[src/rtl/capture_readout_sequencer.sv]
`timescale 1ns/1ps
// -----------------------------------------------------------------------------
// capture_readout_sequencer
//
// Runs one acquisition between the sampler/trigger path and the UART
// transmitter. While armed it writes every sampler strobe into an external
// circular sample RAM. After the trigger it stores delay_count more samples
// and then freezes the buffer. It then reads the buffer back newest-first and
// streams each sample to the UART, LSB byte first, using the tx_busy
// handshake.
//
// Ports
//   clock        : system clock, rising edge
//   reset        : asynchronous, active-low reset
//   arm          : one-cycle pulse that starts a new capture; aborts any readout
//   run          : trigger-fired level from the trigger block
//   sample_valid : sampler strobe (the RAM takes its data straight from the sampler)
//   read_count   : number of samples to send back
//   delay_count  : number of post-trigger samples to store
//   wr_en        : sample RAM write enable
//   wr_addr      : sample RAM write address
//   rd_addr      : sample RAM read address (RAM read latency is one cycle)
//   rd_data      : sample RAM read data
//   tx_byte      : byte presented to the UART
//   tx_start     : one-cycle UART transmit request
//   tx_busy      : UART busy
//   capturing    : high while armed or collecting post-trigger samples
//   sending      : high during readout
//   done         : one-cycle pulse when readout completes
//
// SAMPLE_WIDTH must be a multiple of 8. ADDR_WIDTH must be 15 or less so that
// the fill level (up to DEPTH) fits the 16-bit sample counters.
// -----------------------------------------------------------------------------
module capture_readout_sequencer #(
  parameter int SAMPLE_WIDTH = 8,
  parameter int ADDR_WIDTH   = 12
) (
  input  logic                    clock,
  input  logic                    reset,
  input  logic                    arm,
  input  logic                    run,
  input  logic                    sample_valid,
  input  logic [15:0]             read_count,
  input  logic [15:0]             delay_count,
  output logic                    wr_en,
  output logic [ADDR_WIDTH-1:0]   wr_addr,
  output logic [ADDR_WIDTH-1:0]   rd_addr,
  input  logic [SAMPLE_WIDTH-1:0] rd_data,
  output logic [7:0]              tx_byte,
  output logic                    tx_start,
  input  logic                    tx_busy,
  output logic                    capturing,
  output logic                    sending,
  output logic                    done
);

  localparam int                  NUM_BYTES = SAMPLE_WIDTH / 8;
  localparam logic [7:0]          LAST_BYTE = 8'(NUM_BYTES - 1);
  localparam logic [ADDR_WIDTH:0] DEPTH     = {1'b1, {ADDR_WIDTH{1'b0}}};

  typedef enum logic [3:0] {
    IDLE, ARMED, DELAY, RD_ADDR, RD_WAIT, SEND, WAIT_HI, WAIT_LO, DONE
  } state_t;

  state_t                  state_q, state_d;
  logic [ADDR_WIDTH:0]     fill_q, fill_d;
  logic [ADDR_WIDTH-1:0]   wr_addr_d;
  logic [15:0]             delay_cnt_q;
  logic [15:0]             remain_q;
  logic [15:0]             fill_ext;
  logic [15:0]             first_n;
  logic [SAMPLE_WIDTH-1:0] sample_q;
  logic [SAMPLE_WIDTH-1:0] sample_shifted;
  logic [7:0]              byte_idx_q;
  logic                    delay_hit;
  logic                    trig_now;
  logic                    enter_readout;
  logic                    last_byte;

  // ---------------------------------------------------------------------------
  // Helper terms shared by the next-state logic and the datapath
  // ---------------------------------------------------------------------------
  always_comb begin
    // NOTE: every variable assigned here gets a default first, so no path can
    // leave one unassigned and infer a latch.
    wr_addr_d     = wr_addr;
    fill_d        = fill_q;
    delay_hit     = 1'b0;
    trig_now      = 1'b0;
    enter_readout = 1'b0;
    fill_ext      = 16'd0;
    first_n       = 16'd0;

    if (wr_en) begin
      wr_addr_d = wr_addr + 1'b1;
      if (fill_q != DEPTH) fill_d = fill_q + 1'b1;
    end

    // Immediate trigger: the sample written in the trigger cycle is included.
    trig_now  = (state_q == ARMED) && run && (delay_count == 16'd0);
    // The write that brings the post-trigger count to delay_count ends capture.
    delay_hit = (state_q == DELAY) && wr_en && ((delay_cnt_q + 16'd1) == delay_count);
    enter_readout = !arm && (trig_now || delay_hit);

    // fill never exceeds DEPTH, so this min also applies the DEPTH clamp.
    fill_ext = 16'(fill_d);
    first_n  = (read_count < fill_ext) ? read_count : fill_ext;
  end

  assign last_byte = (byte_idx_q == LAST_BYTE);

  // ---------------------------------------------------------------------------
  // State register
  // ---------------------------------------------------------------------------
  always_ff @(posedge clock or negedge reset) begin
    if (!reset) state_q <= IDLE;
    // NOTE: sequential state always uses non-blocking assignment so every
    // flop samples pre-edge values regardless of process ordering.
    else        state_q <= state_d;
  end

  // ---------------------------------------------------------------------------
  // Next-state logic; arm overrides everything
  // ---------------------------------------------------------------------------
  always_comb begin
    state_d = state_q;
    if (arm) begin
      state_d = ARMED;
    end else begin
      case (state_q)
        IDLE:    state_d = IDLE;
        ARMED:   if (run) state_d = (delay_count == 16'd0) ? RD_ADDR : DELAY;
        DELAY:   if (delay_hit) state_d = RD_ADDR;
        // remain_q can only be zero here on the first entry (empty request).
        RD_ADDR: state_d = (remain_q == 16'd0) ? DONE : RD_WAIT;
        RD_WAIT: state_d = SEND;
        SEND:    if (!tx_busy) state_d = WAIT_HI;
        // The UART may raise busy several cycles after the request.
        WAIT_HI: if (tx_busy) state_d = WAIT_LO;
        WAIT_LO: begin
          if (!tx_busy) begin
            if (!last_byte)              state_d = SEND;
            else if (remain_q == 16'd1)  state_d = DONE;
            else                         state_d = RD_ADDR;
          end
        end
        DONE:    state_d = IDLE;
        default: state_d = IDLE;
      endcase
    end
  end

  // ---------------------------------------------------------------------------
  // Datapath: write pointer, fill level, counters, read pointer, sample latch
  // ---------------------------------------------------------------------------
  always_ff @(posedge clock or negedge reset) begin
    if (!reset) begin
      wr_addr     <= '0;
      fill_q      <= '0;
      delay_cnt_q <= '0;
      remain_q    <= '0;
      rd_addr     <= '0;
      sample_q    <= '0;
      byte_idx_q  <= '0;
    end else if (arm) begin
      wr_addr     <= '0;
      fill_q      <= '0;
      delay_cnt_q <= '0;
      remain_q    <= '0;
      byte_idx_q  <= '0;
    end else begin
      wr_addr <= wr_addr_d;
      fill_q  <= fill_d;

      if ((state_q == DELAY) && wr_en) delay_cnt_q <= delay_cnt_q + 16'd1;

      if (enter_readout) begin
        remain_q <= first_n;
        // Newest sample sits just behind the post-write pointer.
        rd_addr  <= wr_addr_d - 1'b1;
      end

      case (state_q)
        RD_WAIT: begin
          sample_q   <= rd_data;
          byte_idx_q <= '0;
        end
        WAIT_LO: begin
          if (!tx_busy) begin
            if (last_byte) begin
              rd_addr  <= rd_addr - 1'b1;
              remain_q <= remain_q - 16'd1;
            end else begin
              byte_idx_q <= byte_idx_q + 8'd1;
            end
          end
        end
        default: ;
      endcase
    end
  end

  // ---------------------------------------------------------------------------
  // Outputs
  // ---------------------------------------------------------------------------
  assign sample_shifted = sample_q >> {byte_idx_q, 3'b000};

  always_comb begin
    capturing = (state_q == ARMED) || (state_q == DELAY);
    sending   = (state_q == RD_ADDR) || (state_q == RD_WAIT) || (state_q == SEND) ||
                (state_q == WAIT_HI) || (state_q == WAIT_LO);
    done      = (state_q == DONE);
    // arm wins over a pending write or transmit in the same cycle.
    wr_en     = capturing && sample_valid && !arm;
    tx_start  = (state_q == SEND) && !tx_busy && !arm;
    tx_byte   = sample_shifted[7:0];
  end

endmodule

[config.mk]
export PLATFORM = sky130hd
export DESIGN_NAME = capture_readout_sequencer
export DESIGN_NICKNAME = d
export VERILOG_FILES = /design/src/rtl/capture_readout_sequencer.sv
export SDC_FILE = /design/constraint.sdc
export NUM_CORES = 1
export LEC_CHECK = 0
export BUFFER_PORTS_ARGS = -buffer_cell sky130_fd_sc_hd__buf_2
export CORE_UTILIZATION = 53
export DETAILED_ROUTE_END_ITERATION = 6
export PLACE_DENSITY = 0.77
export SYNTH_ARGS = -nofsm -noshare
export SYNTH_HDL_FRONTEND = slang
export SYNTH_SLANG_ARGS = --single-unit
[constraint.sdc]
create_clock -name clock -period 3.9 [get_ports clock]
set_input_delay 0.78 -clock clock [delete_from_list [all_inputs] [get_ports clock]]
set_output_delay 0.78 -clock clock [all_outputs]
set_load 0.05 [all_outputs]
==> out/qor.txt <==
CELLS AND AREA
--------------------------------------------------------------------------------------------------
Antenna diode instance count                                                                     0
Area delta synth->final                                                                     15.85%
Number of nets in the layout                                                                   918
Share of final-layout standard cells stronger than drive strength 1                         20.14%

POWER
--------------------------------------------------------------------------------------------------
Power density over the cells                                                          307.3 mW/mm^2
Worst voltage drop across the vdd grid                                                   0.2032 mV
Lkg Pwr                                                                                   3.247 nW

PLACEMENT
--------------------------------------------------------------------------------------------------
Worst Setup Slack post-DPL                                                               -204.8 ps
GPL Wtd Cong                                                                                0.9804
Number of buffers inserted by port buffering                                                    82
DP Wirelength                                                                            13,230 um

STA
--------------------------------------------------------------------------------------------------
Setup clock skew after layout                                                             8.583 ps
# setup viols final                                                                              0
Period utilisation layout                                                                   96.13%
Clock period minus worst slack                                                             3749 ps
Rel. slew slack                                                                             51.42%
Worst Setup Slack, final                                                                  150.9 ps
Total Neg Setup Slack                                                                         0 ps
Tightest Pin Transition                                                                   728.8 ps
Hold violation total from the final report                                                       0
Highest attainable clock frequency                                                       266.7 MHz
Number of max-slew violations in the final report                                                0

CLOCK TREE
--------------------------------------------------------------------------------------------------
Largest buffer count on any clock path                                                           2
Clock transition time at the flip-flop clock pins of the worst setup and hold paths          60 ps
Number of clock buffers inserted by TritonCTS                                                    9
# H-tree levels                                                                                  3
TritonCTS clock tree                                                                           yes
Clock sink count                                                                                89
Post-CTS Hold Buffers                                                                            0
Later-pin clock latency in the skew report                                                  350 ps
Root buffer cell                                                                      sky130_fd_sc_hd__clkbuf_16

SETUP PATH
--------------------------------------------------------------------------------------------------
Chain of cells forming the critical path                                              buf_2 -> or4b_1 -> nor2_4 -> and4_1 -> xnor2_1 -> ha_1 -> nand3_1 -> nor2_1 -> a2111oi_2 -> nand2_1 -> buf_4 -> o21ai_0 -> or3b_1 -> a31oi_1
Cell with the biggest individual delay on the critical path                           sky130_fd_sc_hd__or4b_1
Critical path arrival                                                                      4020 ps
Biggest fanout along the worst timing path                                                      24
Category of the critical setup timing path                                               in -> reg
Element type at the critical path start                                                  input pin
Capturing element type of the critical path                                               register
Longest individual stage delay on the worst path                                            650 ps
Required time reported for the critical path endpoint                                      4170 ps

FLOORPLANNING
--------------------------------------------------------------------------------------------------
Floorplan row count                                                                             39
Chip Width                                                                                112.5 um
Floorplan die height                                                                      112.5 um
Core Area                                                                             0.01166 mm^2
Starting utilization of the core area                                                       55.50%
I/O pins                                                                                        83
Area of the die                                                                       0.01266 mm^2

SYNTH
--------------------------------------------------------------------------------------------------
Synth top area share                                                                        34.41%
Main flop type after synthesis                                                        sky130_fd_sc_hd__dfrtp_1
Number of register bits inferred by synthesis                                                   89
Warnings from Yosys                                                                              0
Synth area leader                                                                     sky130_fd_sc_hd__dfrtp_1
Mean Syn Cell Area                                                                      8.550 um^2
Cell area after technology mapping                                                    0.006472 mm^2
Distinct cell type count of the synthesized netlist                                             79
Async S/R FF share, synth                                                                   100.0%
Syn_nets                                                                                       825
Dominant cells by area after synthesis                                                sky130_fd_sc_hd__dfrtp_1, sky130_fd_sc_hd__nor2_1, sky130_fd_sc_hd__xnor2_1
Number of standard cells after synthesis                                                       757
Number of enable flip-flop cells after synthesis                                                 0
Share of synthesized area occupied by flip-flops and latches                                34.41%

GRT
--------------------------------------------------------------------------------------------------
Largest net degree at the start of global routing                                               68
Busiest metal layer after global routing                                                      met2
Met1 usage                                                                                  37.82%
Global router's overall resource usage                                                      29.46%
Grt total ovfl                                                                                   0
Global routing met3 resource utilization                                                    5.022%
Met2 track demand over resource in global routing                                           48.82%
Antenna violations before repair                                                                 0
Wire length of the first global-routing pass                                             29,750 um
Vias in the first global route                                                               6,104

WORST HOLD PATH
--------------------------------------------------------------------------------------------------
Type of the most critical hold path                                                    in -> async

DRT
--------------------------------------------------------------------------------------------------
Remaining antenna violation count after routing                                                  0
Residual DRC                                                                                     0
Via total after detailed routing                                                             6,346
Iteration-0 DRC Markers                                                                        479
Via/cell ratio                                                                               6.365
Detailed Route WL                                                                        17,710 um
Routed length per placed instance                                                         17.77 um
Detailed-routing iteration count for the pre-antenna-repair pass                                 5

FLOW RUN
--------------------------------------------------------------------------------------------------
Max-capacitance violation count                                                                  0

RUN STATUS
--------------------------------------------------------------------------------------------------
Outcome                                                                               finished, final reports clean

-- area by class of cell --
cell class | count | area [um^2]
multi-input cells | 613 | 4051
repair buffers | 119 | 690.7
inverters | 18 | 67.56
well taps | 143 | 178.9
clock inverters | 2 | 12.51
fillers | 974 | 4164
flip-flops and latches | 89 | 2227
clock buffers | 13 | 270.3
-- power breakdown --
part           total, mW  internal [mW]  switching (mW)  leakage, nW
Clock              0.839          0.480           0.359        0.138
Sequential         0.972          0.942          0.0300         1.22
Combinational      0.493          0.174           0.320         1.89
Total               2.30           1.60           0.709         3.25
-- metal layers --
metal  share of wire [%]  vias up
met5                   0        -
met4                 2.5        0
met3                 6.4       44
met2                  47      237
met1                  44     3067
li1                    -     2998
-- path summary, 6_finish.rpt --
kind                                         start                          end  slack [ps]  depth (start not counted)
setup / recovery                               arm        remain_q[1]$_DFF_PN0_         150                         14
hold / removal                               reset  delay_cnt_q[11]$_DFFE_PN0P_         350                          1
setup reg to reg            state_q[2]$_DFFE_PN0P_        remain_q[1]$_DFF_PN0_         250                         13
hold reg to reg            sample_q[2]$_DFFE_PN0P_      sample_q[2]$_DFFE_PN0P_         500                          1
max in group asynchronous                    reset   delay_cnt_q[3]$_DFFE_PN0P_        2720                          2
min in group clock         sample_q[2]$_DFFE_PN0P_      sample_q[2]$_DFFE_PN0P_         500                          1
-- flip-flops by register name, summed over array words and instances, names as in the netlist --
name / flops
sample_q: 8
delay_cnt_q: 16
wr_addr: 12
rd_addr: 12
state_q: 4
remain_q: 16
byte_idx_q: 8
fill_q: 13
-- critical path, delay by kind of cell --
kind            cells  cell delay, ps
buf+inv             2             330
simple gates        7            1750
xor+xnor            1             160
fa+ha+maj           1             300
compound gates      3             680
-- repair_timing --
| action | CTS | global route |
|---|---|---|
| buffers inserted | 0 | 1 |
| endpoints found under the setup margin | 0 | 4 |
| resized for setup | 0 | 5 |
-- logic make-up after synthesis --
| family | count (synthesis) | share of synthesized area, % |
|---|---|---|
| simple gates | 350 | 28.48 |
| compound gates | 161 | 18.09 |
| flops | 89 | 34.41 |
| xor+xnor | 64 | 8.660 |
| buf+inv | 55 | 3.421 |
| fa+ha+maj | 22 | 4.253 |
| mux | 16 | 2.687 |
-- synth_stat cells (all sizes together), types with 5 or more instances --
master,instances
dfrtp,89
and4,7
and3,16
o311ai,10
mux2,11
nand4,21
a31oi,14
nor2b,6
or4,7
buf,10
a211oi,13
ha,22
a21oi,29
xnor2,38
xor2,26
clkbuf,27
nor4,18
nand2,51
or3,14
nor3,31
mux2i,5
nor2,98
and2,13
o31ai,13
o21ai,34
inv,18
nor3b,9
nand3,39
-- cells in the final DEF, fill, tap and decap left out, types with 29 or more instances in the layout --
cell / instances
sky130_fd_sc_hd__buf_4: 38
sky130_fd_sc_hd__dfrtp_1: 89
sky130_fd_sc_hd__nand3_1: 38
sky130_fd_sc_hd__nor2_1: 95
sky130_fd_sc_hd__nor3_1: 30
sky130_fd_sc_hd__buf_2: 81
sky130_fd_sc_hd__a21oi_1: 29
sky130_fd_sc_hd__xnor2_1: 38
sky130_fd_sc_hd__nand2_1: 50
sky130_fd_sc_hd__o21ai_0: 31
-- metrics by stage --
step	area, um^2	hold WS [ps]	power, mW	std cells	utilization (%)
after global placement	7187	478.4	1.457	981	61.62
after global routing	7498	377.8	2.393	997	64.30
after detailed placement	7187	485.1	1.470	981	61.62
after floorplan	6482	470.6	1.296	757	-
after CTS	7470	368.5	2.309	996	64.05
final	7498	351.9	2.304	997	64.30
(Power assumes the default switching activity.)
